`config.mk`:
```
export PLATFORM = sky130hd
export DESIGN_NAME = mmio_uart_tx
export DESIGN_NICKNAME = d
export VERILOG_FILES = /design/src/rtl/mmio_uart_tx_pkg.sv /design/src/rtl/mmio_uart_tx_fifo.sv /design/src/rtl/mmio_uart_tx.sv
export SDC_FILE = /design/constraint.sdc
export NUM_CORES = 1
export LEC_CHECK = 0
export BUFFER_PORTS_ARGS = -buffer_cell sky130_fd_sc_hd__buf_2
export CAP_MARGIN = 40
export CELL_PAD_IN_SITES_DETAIL_PLACEMENT = 0
export CELL_PAD_IN_SITES_GLOBAL_PLACEMENT = 1
export CORE_MARGIN = 2
export CORE_UTILIZATION = 41
export CTS_BUF_LIST = sky130_fd_sc_hd__clkbuf_8
export DETAILED_ROUTE_END_ITERATION = 8
export GPL_ROUTABILITY_DRIVEN = 0
export PLACE_DENSITY_LB_ADDON = 0.1
export SYNTH_ARGS = -nofsm -noshare
export SYNTH_HDL_FRONTEND = slang
export SYNTH_SLANG_ARGS = --single-unit
```
`constraint.sdc`:
```
create_clock -name clk -period 2.8 [get_ports clk]
set_clock_uncertainty 0.1 [all_clocks]
set_input_delay 0.28 -clock clk [delete_from_list [all_inputs] [get_ports clk]]
set_output_delay 0.28 -clock clk [all_outputs]
set_load 0.01 [all_outputs]
```
`src/rtl/mmio_uart_tx_pkg.sv`:
```
// Shared definitions for the memory-mapped UART transmitter.
//   tx_state_e      : shifter FSM encoding
//   *_ADDR_DEF      : default decode addresses
//   ST_*            : bit positions inside the status word
//   status_word()   : packs the status flags into the 32-bit read value
package mmio_uart_tx_pkg;

  typedef enum logic [1:0] {
    IDLE  = 2'd0,
    START = 2'd1,
    DATA  = 2'd2,
    STOP  = 2'd3
  } tx_state_e;

  localparam logic [31:0] TX_ADDR_DEF     = 32'h1001_0024;
  localparam logic [31:0] STATUS_ADDR_DEF = 32'h1001_0028;

  localparam int ST_BUSY    = 0;
  localparam int ST_EMPTY   = 1;
  localparam int ST_FULL    = 2;
  localparam int ST_OVF     = 3;
  // WriteData bit that clears the sticky overflow flag on a status store
  localparam int OVF_CLR_BIT = 2;

  function automatic logic [31:0] status_word(input logic ovf, input logic full,
                                              input logic empty, input logic busy);
    logic [31:0] w;
    w            = '0;
    w[ST_OVF]    = ovf;
    w[ST_FULL]   = full;
    w[ST_EMPTY]  = empty;
    w[ST_BUSY]   = busy;
    return w;
  endfunction

endpackage

```
`src/rtl/mmio_uart_tx_fifo.sv`:
```
// Small synchronous FIFO with first-word-fall-through output.
//   clk, reset : clock, async active-high reset
//   push, din  : write request / data (ignored when full unless popping)
//   pop        : read request (ignored when empty)
//   dout       : head entry, valid whenever !empty
//   full/empty : occupancy flags
module sync_fifo #(
  parameter int WIDTH = 8,
  parameter int DEPTH = 4
) (
  input  logic             clk,
  input  logic             reset,
  input  logic             push,
  input  logic             pop,
  input  logic [WIDTH-1:0] din,
  output logic [WIDTH-1:0] dout,
  output logic             full,
  output logic             empty
);

  localparam int AW = $clog2(DEPTH);
  localparam int CW = AW + 1;
  localparam logic [AW-1:0] PTR_ONE = AW'(1);
  localparam logic [CW-1:0] CNT_ONE = CW'(1);

  logic [WIDTH-1:0] mem_q [DEPTH];
  logic [WIDTH-1:0] mem_d [DEPTH];
  logic [AW-1:0]    wr_ptr_q, wr_ptr_d;
  logic [AW-1:0]    rd_ptr_q, rd_ptr_d;
  logic [CW-1:0]    count_q, count_d;
  logic             do_push, do_pop;

  assign full  = (count_q == CW'(DEPTH));
  assign empty = (count_q == '0);
  assign dout  = mem_q[rd_ptr_q];

  // A pop on the same edge frees a slot, so a full FIFO still takes the push.
  assign do_pop  = pop && !empty;
  assign do_push = push && (!full || do_pop);

  always_comb begin
    mem_d    = mem_q;
    wr_ptr_d = wr_ptr_q;
    rd_ptr_d = rd_ptr_q;
    count_d  = count_q;
    if (do_push) begin
      mem_d[wr_ptr_q] = din;
      wr_ptr_d        = wr_ptr_q + PTR_ONE;   // DEPTH is a power of 2: wraps naturally
    end
    if (do_pop) rd_ptr_d = rd_ptr_q + PTR_ONE;
    case ({do_push, do_pop})
      2'b10:   count_d = count_q + CNT_ONE;
      2'b01:   count_d = count_q - CNT_ONE;
      default: count_d = count_q;
    endcase
  end

  always_ff @(posedge clk or posedge reset) begin
    if (reset) begin
      wr_ptr_q <= '0;
      rd_ptr_q <= '0;
      count_q  <= '0;
    end else begin
      wr_ptr_q <= wr_ptr_d;
      rd_ptr_q <= rd_ptr_d;
      count_q  <= count_d;
    end
  end

  // Storage needs no reset; occupancy is tracked by the pointers/count.
  always_ff @(posedge clk) begin
    mem_q <= mem_d;
  end

endmodule

```
`src/rtl/mmio_uart_tx.sv`:
```
// Memory-mapped 8N1 UART transmitter on the processor data bus.
//   clk, reset        : clock, async active-high reset
//   Address/WriteData : processor byte address / store data
//   MemWrite/MemRead  : store / load strobes
//   ReadData          : status word on a load from STATUS_ADDR, else 0
//   Hit               : Address decodes to this block
//   TxSerial          : serial line (idle high, registered)
//   TxBusy            : shifter is mid-frame
module mmio_uart_tx
  import mmio_uart_tx_pkg::*;
#(
  parameter int          CLKS_PER_BIT = 434,
  parameter int          FIFO_DEPTH   = 4,
  parameter logic [31:0] TX_ADDR      = TX_ADDR_DEF,
  parameter logic [31:0] STATUS_ADDR  = STATUS_ADDR_DEF
) (
  input  logic        clk,
  input  logic        reset,
  input  logic [31:0] Address,
  input  logic [31:0] WriteData,
  input  logic        MemWrite,
  input  logic        MemRead,
  output logic [31:0] ReadData,
  output logic        Hit,
  output logic        TxSerial,
  output logic        TxBusy
);

  localparam int BW = (CLKS_PER_BIT > 2) ? $clog2(CLKS_PER_BIT) : 1;
  localparam logic [BW-1:0] BAUD_ONE  = BW'(1);
  localparam logic [BW-1:0] BAUD_LAST = BW'(CLKS_PER_BIT - 1);

  tx_state_e   state_q, state_d;
  logic [BW-1:0] baud_q, baud_d;
  logic [2:0]  bit_q, bit_d;
  logic [7:0]  shift_q, shift_d;
  logic        tx_q, tx_d;
  logic        ovf_q, ovf_d;

  logic        tx_hit, st_hit, push_req, ovf_set, ovf_clr;
  logic        pop, baud_end;
  logic [7:0]  fifo_dout;
  logic        fifo_full, fifo_empty;
  logic        unused_wdata;

  assign tx_hit   = (Address == TX_ADDR);
  assign st_hit   = (Address == STATUS_ADDR);
  assign Hit      = tx_hit || st_hit;
  assign push_req = MemWrite && tx_hit;
  assign ovf_clr  = MemWrite && st_hit && WriteData[OVF_CLR_BIT];
  // Dropped only when full and the shifter is not popping on this same edge.
  assign ovf_set  = push_req && fifo_full && !pop;
  assign unused_wdata = ^{WriteData[31:8], WriteData[1:0]};

  sync_fifo #(.WIDTH(8), .DEPTH(FIFO_DEPTH)) u_fifo (
    .clk   (clk),
    .reset (reset),
    .push  (push_req),
    .pop   (pop),
    .din   (WriteData[7:0]),
    .dout  (fifo_dout),
    .full  (fifo_full),
    .empty (fifo_empty)
  );

  assign TxSerial = tx_q;
  assign TxBusy   = (state_q != IDLE);
  assign ReadData = (MemRead && st_hit) ?
                    status_word(ovf_q, fifo_full, fifo_empty, TxBusy) : 32'h0;

  assign baud_end = (baud_q == BAUD_LAST);

  always_comb begin
    ovf_d = ovf_q;
    if (ovf_clr) ovf_d = 1'b0;
    if (ovf_set) ovf_d = 1'b1;    // set wins over a same-edge clear
  end

  // tx_d is the line level for the next cycle, so each transition loads the
  // level of the bit being entered.
  always_comb begin
    state_d = state_q;
    baud_d  = baud_q;
    bit_d   = bit_q;
    shift_d = shift_q;
    tx_d    = tx_q;
    pop     = 1'b0;
    case (state_q)
      IDLE: begin
        tx_d = 1'b1;
        if (!fifo_empty) begin
          pop     = 1'b1;
          shift_d = fifo_dout;
          bit_d   = '0;
          baud_d  = '0;
          state_d = START;
          tx_d    = 1'b0;
        end
      end
      START: begin
        if (baud_end) begin
          baud_d  = '0;
          state_d = DATA;
          tx_d    = shift_q[0];
        end else begin
          baud_d = baud_q + BAUD_ONE;
        end
      end
      DATA: begin
        if (baud_end) begin
          baud_d = '0;
          if (bit_q == 3'd7) begin
            state_d = STOP;
            tx_d    = 1'b1;
          end else begin
            shift_d = {1'b0, shift_q[7:1]};
            bit_d   = bit_q + 3'd1;
            tx_d    = shift_q[1];
          end
        end else begin
          baud_d = baud_q + BAUD_ONE;
        end
      end
      STOP: begin
        if (baud_end) begin
          baud_d = '0;
          if (!fifo_empty) begin
            // chain straight into the next frame, no idle cycle
            pop     = 1'b1;
            shift_d = fifo_dout;
            bit_d   = '0;
            state_d = START;
            tx_d    = 1'b0;
          end else begin
            state_d = IDLE;
            tx_d    = 1'b1;
          end
        end else begin
          baud_d = baud_q + BAUD_ONE;
        end
      end
      default: begin
        state_d = IDLE;
        tx_d    = 1'b1;
      end
    endcase
  end

  always_ff @(posedge clk or posedge reset) begin
    if (reset) begin
      state_q <= IDLE;
      baud_q  <= '0;
      bit_q   <= '0;
      shift_q <= '0;
      tx_q    <= 1'b1;
      ovf_q   <= 1'b0;
    end else begin
      state_q <= state_d;
      baud_q  <= baud_d;
      bit_q   <= bit_d;
      shift_q <= shift_d;
      tx_q    <= tx_d;
      ovf_q   <= ovf_d;
    end
  end

endmodule

```
Word-level counts from Yosys, hierarchy flattened
Cells that the tools add are included.

Register bits: 63. Input bits: 68. Output and inout bits: 35. Logic and storage cells: 103.

Add/subtract/negate cells: 6. Order comparisons: 3. Equality and inequality tests: 16. Mux-type cells: 39. Bitwise operators: 2. Reductions and logical operators: 24.

Operators with widths (count): $eq 32x29->1 const B (2); $mux 8 (7); $bwmux 32 (1); $pmux 8 s3 (1); $mux 9 (2); $pmux 9 s2 (1); $bmux 8 s2 (1); $demux 8 s2 (1); $mux 3 (4); $ne 2x2->1 const B (6); $mux 1 (10); $mux 2 (5); $add 9x1->9 const B (1); $eq 9x9->1 const B (1); $logic_and 1x1->1 (9); $pmux 3 s3 (1); $pmux 2 s4 (1); $add 3x1->3 const B (2); $eq 2x2->1 const B (3); $eq 3x3->1 const B (2); $ge 3x3->1 const B (2); $not 2->3 (2); $pmux 3 s2 (1); $reduce_bool 2->1 (3); 16 further kinds (21).

Logic depth before layout (Yosys ltp)
Gate-level depths: netlist (run 1).

Depth in word-level cells: 9. Depth in mapped cells: 10. Mapped depth without buffers: 10.

Cells and area by module
From an unflattened synthesis (run 1), not the netlist that was laid out.

Cell total of the unflattened synthesis: 265. Area, all modules: 3409.5 um^2.

By module, submodules not included: mmio_uart_tx (times used 1, cells an instance 184, area an instance 1818.0 um^2, sequential area each 601.8 um^2); sync_fifo (times used 1, cells an instance 81, area an instance 1591.5 um^2, sequential area each 1136.1 um^2).

Least setup slack after synthesis (run 1)
No wires, ideal clock.

Path kind: flip-flop to flip-flop. Start point: register state_q[0]. End point: register u_fifo.count_q[2]. Setup time: 0.130 ns. Data arrival time: 2.139 ns. Path slack: 0.431 ns. Stages on the path, launching flop included: 10. Path through: dfrtp_1 > inv_1 > ha_1 > nor3_1 > a21o_1 > nand2b_1 > fa_1 > nand3b_1 > o31ai_4 > xor2_1.

Cells in the longest elaborated chain, start to end: 7.

Ends and longest elaborated chain: start, declared (line mmio_uart_tx.sv:33) `tx_state_e state_q, state_d;`; start signal, assigned (line mmio_uart_tx.sv:158) `state_q <= state_d;`; $eq 2x2->1 or $logic_not 2->1 (tied branches) (line mmio_uart_tx.sv:88) `case (state_q)`; $pmux 1 s2 (*) (line mmio_uart_tx.sv:88); $logic_and 1x1->1 (*) (line mmio_uart_tx_fifo.sv:38) `assign do_pop = pop && !empty;`; $logic_or 1x1->1 (line mmio_uart_tx_fifo.sv:39) `assign do_push = push && (!full || do_pop);`; $logic_and 1x1->1 (line mmio_uart_tx_fifo.sv:39); $eq 2x1->1 or $eq 2x2->1 (tied branches) (line mmio_uart_tx_fifo.sv:51) `case ({do_push, do_pop})`; $pmux 3 s2 or $reduce_bool 2->1 (tied branches); end signal, assigned (line mmio_uart_tx_fifo.sv:66) `count_q <= count_d;`; end, declared (line mmio_uart_tx_fifo.sv:30) `logic [CW-1:0] count_q, count_d;`.

Mark *: on every way between the ends. The rest lies on a longest branch, timed or not. A chain may end at the register's enable or synchronous reset.

Worst setup path in the final report (run 1)
Start point: register state_q[1]. End point: register u_fifo.count_q[2].

Same word-level chain as after synthesis.

==> metrics.cfg, run 1 <==
[power]
power.switching_fraction_pct=25.3
power_density_nw_per_um2=483
power_frac_seq_pct=55.7
ir_drop_mv=0.299
combPwrFrac_pct=5.3
power_frac_clock_pct=39.0
leakage_power_summed_over_all_cells_nw=1.58
net_switching_power_mw=0.462
power.internal_mw=1.37

[logic_synthesis]
synth_enable_flop_cells=32
synthesis.yosys.warnings=0
post_syn_area_um2=3290
synth-seq-cells=63
synth-async-reset-ratio_pct=49.2
postSynthCellCount=281
yosysSeqAreaShare_pct=52.8
postSynth.topFlopCell=edfxtp_1
synth_cell_type_count=43
avgSynthCellArea_um2=11.7

[layout]
antennaDiodeCount=0
area.growth.synth_to_final_pct=14.9
num-nets-final=425
drive_gt1_share_pct=27.4
utilization_pct=48.7

[detailed_routing]
routed_wire_per_std_cell_um=13.2
dr.first_iter.drc_count=76
drcViolationCount=0
drt-total-wl_mm=5.93
route.detailed.vias_per_inst=4.77
dr_total_vias=2140
drt_pass1_iterations=5
drt.antenna.violating_nets=0

[global_route]
overall_fraction_of_global_route_tracks_in_use_pct=14.9
grt_start_max_net_pins=32
grt_antenna_before_repair=0
globalRouteOverflowTotal=0
first_global_vias=2151
wire_length_of_the_first_global_routing_pass_mm=9.92

[timing]
grt_setup_unrepaired=false
worst_slew_margin_rel_pct=53.2
layout_setup_ws_ns=0.273
tns_ns=0
final_slew_violations=0
hold_viol=0
timing_worst_slew_pin_value_ns=0.699
final_period_util_pct=90.2
finalSetupViolCount=0
fin_crit_ns=2.53
timing.fmax_mhz=396

[clock_network]
clkSlewWorstSetupHoldPaths_ns=0.08
cts_max_path_buffers=2
tritoncts.num_buffers=9
tritoncts=yes
clock_sinks=63
clk_latency_ns=0.34
cts_root_buffer=clkbuf_8
cts_setup_buffers=0
cts_htree_levels=3

[placement]
place.detailed.hpwl_mm=4.14
post-place-ws_ns=0.141
count_of_buffers_from_port_buffering=50

[floorplan]
core-area_um2=7770
effective_utilization_at_floorplan_pct=42.4
std_cell_rows=32
die_boundary_width_um=93.6
floorplan.io_pins=103
floorplan.die_area_um2=8760
die_y_um=93.6

[hold_path]
hold_path_class=in -> reg

[setup_path]
endpoint_kind=flip-flop
critPathKind=reg -> reg
startpoint_type=flip-flop
critPathMaxFanout=6
worst-endpoint-arrival_ns=2.64
critical_path_required_ns=2.91

[flow_run]
cap_violations=0

[run_status]
run_status=completed

worst max-delay path: stages (launching register included):
cell and delay, ns:
dfrtp_1 0.41, inv_1 0.07, ha_1 0.35, nor3_1 0.20, a21o_1 0.27, nand2b_1 0.16, fa_1 0.46, nand3b_1 0.16
o31ai_4 0.08, xor2_1 0.14
area by class of cell:
class / count / area [um^2]
clock buffers: 9 / 124
inverters: 21 / 78.8
multi-input cells: 187 / 1330
flip-flops and latches: 63 / 1740
well taps: 102 / 128
clock inverters: 7 / 55.1
fillers: 747 / 3990
repair buffers: 60 / 328
logic make-up after synthesis:
logic type	after synthesis	share of synthesized area (%)
mux	17	8.29
other cells	1	0.114
flops	63	52.8
simple gates	75	12.4
compound gates	45	8.59
xor+xnor	7	1.86
buf+inv	58	10.0
fa+ha+maj	15	5.93
cell usage in the layout, fill, tap and decap left out, types with 3 or more instances in the layout:
cell       n
edfxtp_1  32
conb_1    28
nand3b_1   4
mux4_2     8
nor2_1    20
xnor2_1    4
nor4_1     5
dfrtp_1   30
nand2_1   11
xor2_1     3
o31ai_1    4
ha_1      14
o21ai_0   21
nand3_1    8
inv_1     21
buf_4      9
a21oi_1   10
clkbuf_8   9
mux2i_1    7
nor3_1     5
inv_6      3
nor4b_1    4
nand4_1    3
buf_2     50
registers in the layout, summed over array words and instances (netlist names):
signal	count
bit_q	3
TxSerial	1
u_fifo.wr_ptr_q	2
u_fifo.count_q	3
u_fifo.mem_q	32
shift_q	8
ovf_q	1
u_fifo.rd_ptr_q	2
state_q	2
baud_q	9
stage by stage:
| step | std cells | total power, mW | hold WS (ns) | cell area (um^2) |
|---|---|---|---|---|
| after CTS | 449 | 1.87 | 0.0272 | 3780 |
| final | 449 | 1.83 | 0.0526 | 3780 |
| after floorplan | 308 | 1.11 | 0.279 | 3390 |
| after global routing | 449 | 1.92 | 0.0436 | 3780 |
| after detailed placement | 432 | 1.14 | 0.297 | 3590 |
| after global placement | 432 | 1.13 | 0.293 | 3590 |
power by group through the flow:
| stage | logic, mW | clock network, mW | registers, mW |
|---|---|---|---|
| finish | 0.0971 | 0.713 | 1.02 |
| global route | 0.117 | 0.780 | 1.02 |
| CTS | 0.0994 | 0.751 | 1.02 |
| detailed placement | 0.0982 | 0 | 1.04 |
| global placement | 0.0951 | 0 | 1.04 |
| floorplan | 0.0760 | 0 | 1.03 |
timing repair:
item,4_1_cts,5_1_grt
hold endpoints to repair,30,0
setup endpoints to repair,0,16
hold buffers,1,0
resized for setup,0,2
layer usage:
layer	GRT usage (%)	vias up	part of all wire, %	routed length, um
met5	0	-	0	0
li1	-	1068	-	-
met3	4.19	8	4.7	279
met1	19.3	999	47	2770
met2	23.7	65	47	2770
met4	6.16	0	1.8	104
final timing paths:
check	startpoint	slack, ns	endpoint	cells after the start
max	state_q[1]$_DFFE_PP0P_	0.27	u_fifo.count_q[2]$_DFFE_PP0P_	9
min reg2reg	TxSerial$_DFFE_PP1P_	0.38	TxSerial$_DFFE_PP1P_	2
min in group asynchronous	reset	0.47	baud_q[6]$_DFFE_PP0P_	4
max reg2reg	state_q[1]$_DFFE_PP0P_	0.27	u_fifo.count_q[2]$_DFFE_PP0P_	9
max in group asynchronous	reset	1.80	TxSerial$_DFFE_PP1P_	4
min	WriteData[6]	0.05	u_fifo.mem_q[22]$_DFFE_PP_	1
synth_stat cells (3+ instances only):
cell type	instances	share of area [%]
a21oi_1	10	1.5
buf_2	4	0.61
buf_4	28	6.4
clkbuf_1	4	0.46
dfrtp_1	30	23
edfxtp_1	32	29
ha_1	14	5.3
inv_1	21	2.4
mux2i_1	7	2.1
mux4_2	8	5.5
nand2_1	11	1.3
nand3_1	8	1.2
nand3b_1	4	0.91
nand4_1	3	0.57
nor2_1	22	2.5
nor3_1	5	0.76
nor4_1	5	0.95
nor4b_1	4	1.1
o21ai_0	21	3.2
o31ai_1	4	0.91
xnor2_1	4	1.1
xor2_1	3	0.80
Power figures use the tool's default switching activity.
==> run 2, diff against run 1 <==
ABC_AREA = 1   (was not set)
CORE_UTILIZATION = 39   (was 41)
==> run 2 against run 1 <==
Compared with the run above:
- largest power group is now the clock network
- fmax increased by 11%
- setup slack improved by 0.26 ns
- count of clock-buffer cells in the layout unchanged
- critical path type unchanged
- largest cell class unchanged
- sequential cell count unchanged
==> metrics.cfg, run 2 <==
[run_status]
run_status=completed

[clock_network]
ctsResizeCount=0
clkSlewWorstSetupHoldPaths_ns=0.08
cts_root_buffer=clkbuf_8
cts_max_path_buffers=2
clock_sinks=63
clk_latency_ns=0.34
tritoncts.num_buffers=9
cts_htree_levels=3
tritoncts=yes

[floorplan]
floorplan.die_area_um2=9750
die_boundary_width_um=98.7
core-area_um2=8720
effective_utilization_at_floorplan_pct=40.1
die_y_um=98.7
floorplan.io_pins=103
std_cell_rows=34

[detailed_routing]
routed_wire_per_std_cell_um=11.5
drt.antenna.violating_nets=0
dr_total_vias=2579
drcViolationCount=0
dr.first_iter.drc_count=49
drt_pass1_iterations=4
route.detailed.vias_per_inst=4.49
drt-total-wl_mm=6.63

[placement]
count_of_buffers_from_port_buffering=50
placed_cells=557
place.detailed.hpwl_mm=4.86

[logic_synthesis]
synth.most_common_cell=nand2_1
synth_top_area_share_pct=27.5
yosysSeqAreaShare_pct=49.7
avgSynthCellArea_um2=8.75
synth-async-reset-ratio_pct=49.2
postSynthCellCount=400
synthTopCellsByCount=nand2_1, nor2_1, inv_1
post_syn_area_um2=3500
synth_cell_type_count=36
synthesis.yosys.warnings=0
synth_enable_flop_cells=32
synth-seq-cells=63
postSynth.topFlopCell=edfxtp_1
ys_top_cells_by_area=edfxtp_1, dfrtp_1, nand2_1
yosysTopAreaCell=edfxtp_1

[timing]
worst_slew_margin_rel_pct=66.4
fin_crit_ns=2.27
final_period_util_pct=81.0
timing.fmax_mhz=441
hold_viol=0
timing_worst_slew_pin_value_ns=0.503
tns_ns=0
grt_setup_unrepaired=false
final_slew_violations=0
finalSetupViolCount=0

[layout]
largest_reg_flops=32
area.growth.synth_to_final_pct=15.9
antennaDiodeCount=0
registers.top_by_ff_count=u_fifo.mem_q
num-nets-final=544
drive_gt1_share_pct=18.7
commonest_non_fill_non_tap_cells_in_the_layout=nand2_1, nor2_1, inv_1
largestRegisters=u_fifo.mem_q: 32 flops, baud_q: 9 flops, shift_q: 8 flops
most_common_cell_after_layout_fill_and_taps_aside=nand2_1
final_instance_count_without_filler_cells=574

[power]
power_density_nw_per_um2=506
leakage_power_summed_over_all_cells_nw=1.92
ir_drop_mv=0.385

[global_route]
grt_start_max_net_pins=32
wire_length_of_the_first_global_routing_pass_mm=11.1
first_global_vias=2411
globalRouteOverflowTotal=0
grt_antenna_before_repair=0
overall_fraction_of_global_route_tracks_in_use_pct=14.1

[setup_path]
worst-endpoint-arrival_ns=2.40
cp_cell_sequence=inv_1 -> ha_1 -> nand2_1 -> a21oi_4 -> nand2_2 -> fa_1 -> inv_1 -> nand2_1 -> nand3_1 -> nand2_1
crit_path_top_delay_cell=dfrtp_1
critical_path_required_ns=2.94
critPathKind=reg -> reg
worst_path_most_repeated_cell=nand2_1
startpoint_type=flip-flop
worstPathBufferInverterCount=2
timing.critical_path.slowest_cell_delay_ns=0.46
endpoint_kind=flip-flop
timing.critical_path.max_delay_family=adder cells
critPathMaxFanout=7

[hold_path]
hold_path_class=in -> reg

[flow_run]
cap_violations=0

==> run 2: kinds of logic (layout without fill, tap and decap cells) <==
logic type | after synthesis | in the layout | synth area share (%)
other | 1 | 28 | 0.107
adders and majority gates | 15 | 15 | 5.58
DFF | 63 | 63 | 49.7
xor gates and xnor gates | 8 | 8 | 2.22
and+or+nand+nor | 166 | 166 | 20.1
buffers and inverters | 91 | 130 | 13.0
AOI/OAI and AO/OA | 56 | 56 | 9.33
==> run 2: worst paths after layout <==
check	startpoint	endpoint	slack (ns)	cells past startpoint
min in group asynchronous	reset	baud_q[1]$_DFFE_PP0P_	0.47	4
max in group asynchronous	reset	TxSerial$_DFFE_PP1P_	1.81	4
max	state_q[0]$_DFFE_PP0P_	u_fifo.count_q[2]$_DFFE_PP0P_	0.53	10
min	WriteData[7]	u_fifo.mem_q[31]$_DFFE_PP_	0.05	1
max reg2reg	state_q[0]$_DFFE_PP0P_	u_fifo.count_q[2]$_DFFE_PP0P_	0.53	10
min reg2reg	TxSerial$_DFFE_PP1P_	TxSerial$_DFFE_PP1P_	0.37	2
==> run 2: power by group <==
part / total, mW / internal [mW] / switching (mW)
Combinational: 0.0818 / 0.0303 / 0.0514
Clock: 0.996 / 0.605 / 0.390
Sequential: 0.973 / 0.973 / 0.00000000607
Total: 2.05 / 1.61 / 0.442
==> run 2: cell type report <==
type,count,area (um^2)
clock inverters,7,128
clock buffers,9,124
multi-input cells,273,1410
repair buffers,58,313
fillers,867,4660
inverters,56,210
well taps,108,135
flip-flops and latches,63,1740
==> run 2: worst register-to-register path: stages (launching register included) <==
cell     delay (ns)
dfrtp_1        0.46
inv_1          0.14
ha_1           0.31
nand2_1        0.15
a21oi_4        0.23
nand2_2        0.12
fa_1           0.41
inv_1          0.07
nand2_1        0.06
nand3_1        0.07
nand2_1        0.05
==> run 2: metal layers <==
layer | track usage, % | wire (um) | vias up
li1 | - | - | 1359
met5 | 0 | 0 | -
met1 | 18.3 | 3130 | 1157
met2 | 23.4 | 3140 | 55
met4 | 4.11 | 76 | 0
met3 | 3.83 | 281 | 8
==> run 2: timing repair <==
| action | in CTS | in global routing |
|---|---|---|
| hold buffers | 1 | 0 |
| hold endpoints to repair | 30 | 0 |
| setup buffers | 0 | 0 |
==> run 2: through the flow <==
stage          cell area, um^2  setup WS, ns  hold WS [ns]  util, %  total power [mW]
2_1_floorplan             3600         0.722         0.279        -              1.06
3_3_place_gp              3790         0.546         0.299     43.5              1.07
3_5_place_dp              3790         0.524         0.298     43.5              1.08
4_1_cts                   4060         0.513        0.0284     46.5              2.08
5_1_grt                   4060         0.338        0.0331     46.5              2.13
6_report                  4060         0.532        0.0540     46.5              2.05
==> run 3, diff against run 2 <==
clock period = 2.2 ns   (was 2.8 ns; I/O delays follow)
==> run 3 against run 2 <==
Compared with the run above:
- fmax rose by 9.4%
- highest routed layer unchanged
- first-iteration DRC count rose by 61%
- final area rose by 4.0%
- clock power barely moved
- setup slack got worse by 0.41 ns
- register-to-register slack got worse by 0.41 ns
- critical path depth rose by 1
- power rose by 16%
- count of clock-buffer cells in the layout did not move
- hold slack got worse by 0.014 ns
==> metrics.cfg, run 3 (same netlist as run 2, synthesis figures left out) <==
[power]
power_density_nw_per_um2=565
post-layout-total-power_mw=2.38
leakage_power_summed_over_all_cells_nw=1.98
ir_drop_mv=0.400

[timing]
final_slew_violations=0
hold_viol=0
layout_setup_ws_ns=0.126
timing.fmax_mhz=482
finalSetupViolCount=0
final_period_util_pct=94.3
fin_crit_ns=2.07

[floorplan]
floorplan.die_area_um2=9750
std_cell_rows=34
effective_utilization_at_floorplan_pct=40.1
floorplan.io_pins=103
die_y_um=98.7
die_boundary_width_um=98.7
core-area_um2=8720

[layout]
utilization_pct=48.4
design_area_um2=4220
most_common_cell_after_layout_fill_and_taps_aside=nand2_1
num-fill-cells=871
drive_gt1_share_pct=22.2
registers.top_by_ff_count=u_fifo.mem_q
commonest_non_fill_non_tap_cells_in_the_layout=nand2_1, nor2_1, inv_1
multiInputGateArea_um2=1440
antennaDiodeCount=0
seq_area_um2=1740
num-nets-final=565
largest_reg_flops=32
final_instance_count_without_filler_cells=595
area.growth.synth_to_final_pct=20.6
largestRegisters=u_fifo.mem_q: 32 flops, baud_q: 9 flops, shift_q: 8 flops

[detailed_routing]
drcViolationCount=0
drt_pass1_iterations=4
routed_wire_per_std_cell_um=11.4
dr.first_iter.drc_count=79
dr_total_vias=2657
route.detailed.vias_per_inst=4.47
drt-total-wl_mm=6.81
drt.antenna.violating_nets=0

[hold_path]
hold_path_class=in -> reg

[setup_path]
startpoint_type=flip-flop
endpoint_kind=flip-flop
critPathMaxFanout=4
critical_path_required_ns=2.33
worst-endpoint-arrival_ns=2.21
critPathKind=reg -> reg

[global_route]
grt_antenna_before_repair=0
overall_fraction_of_global_route_tracks_in_use_pct=14.9
grt_start_max_net_pins=32
wire_length_of_the_first_global_routing_pass_mm=11.5
globalRouteOverflowTotal=0
first_global_vias=2518

[clock_network]
cts_htree_levels=3
clk_latency_ns=0.34
tritoncts=yes
clock_sinks=63
cts_max_path_buffers=2
clkSlewWorstSetupHoldPaths_ns=0.08
tritoncts.num_buffers=9
cts_root_buffer=clkbuf_8

[placement]
post-place-ws_ns=0.0763
place_area_um2=3860
placed_cells=566
place.detailed.hpwl_mm=5.03
count_of_buffers_from_port_buffering=50

[flow_run]
cap_violations=0

[run_status]
run_status=completed

[run 3: changes by cell type in the layout (fill, tap and decap cells not counted), sizes merged]
cell,delta
clkinvlp,+2
dlygate4sd3,+7
inv,-1
buf,+14
clkinv,+1
bufinv,-2
[run 3: final cells by class]
cell class | count | share of cell area [%]
repair buffers | 79 | 11.6
multi-input cells | 273 | 34.2
flip-flops and latches | 63 | 41.2
clock buffers | 9 | 2.94
clock inverters | 7 | 1.90
inverters | 56 | 4.98
well taps | 108 | 3.20
[run 3: per-layer routing]
| layer | share of wire (%) | vias up | GRT usage (%) |
|---|---|---|---|
| met5 | 0 | - | 0 |
| met1 | 45 | 1213 | 18.7 |
| li1 | - | 1392 | - |
| met4 | 1.0 | 0 | 4.11 |
| met3 | 3.5 | 7 | 3.97 |
| met2 | 50 | 45 | 25.5 |
[run 3: report_power, final]
group | internal, mW | switching (mW)
clock network | 0.534 | 0.497
logic | 0.0467 | 0.0670
registers | 1.24 | 0.00000000752
total | 1.82 | 0.564
[run 3: worst max-delay path, cell delays in order, from the launching register on]
cell and delay, ns:
dfrtp_1 0.41, inv_2 0.08, ha_4 0.13, nand4_4 0.09, nor2_4 0.11, nand2_2 0.08
a21oi_4 0.22, nand2_2 0.09, fa_2 0.52, inv_1 0.03, nand2_1 0.05, o21ai_1 0.05
[run 3: worst paths after layout]
| path | start | endpoint | slack (ns) | cells after the start |
|---|---|---|---|---|
| max | baud_q[1]$_DFFE_PP0P_ | u_fifo.count_q[1]$_DFFE_PP0P_ | 0.13 | 11 |
| min | WriteData[2] | u_fifo.mem_q[26]$_DFFE_PP_ | 0.04 | 1 |
| max reg2reg | baud_q[1]$_DFFE_PP0P_ | u_fifo.count_q[1]$_DFFE_PP0P_ | 0.13 | 11 |
| min reg2reg | TxSerial$_DFFE_PP1P_ | TxSerial$_DFFE_PP1P_ | 0.37 | 2 |
| max in group asynchronous | reset | TxSerial$_DFFE_PP1P_ | 1.24 | 4 |
| min in group asynchronous | reset | baud_q[0]$_DFFE_PP0P_ | 0.41 | 4 |
[run 3: metrics by stage]
step,setup TNS [ns],hold slack [ns]
floorplan,0,0.219
global placement,0,0.239
detailed placement,0,0.240
CTS,0,0.0201
global route,-0.00948,0.0326
finish,0,0.0396
[run 3: timing repair]
item	4_1_cts	5_1_grt
endpoints found under the setup margin	0	34
resized for setup	0	10
hold buffers	8	0
buffers inserted	0	5
endpoints found under the hold margin	58	0
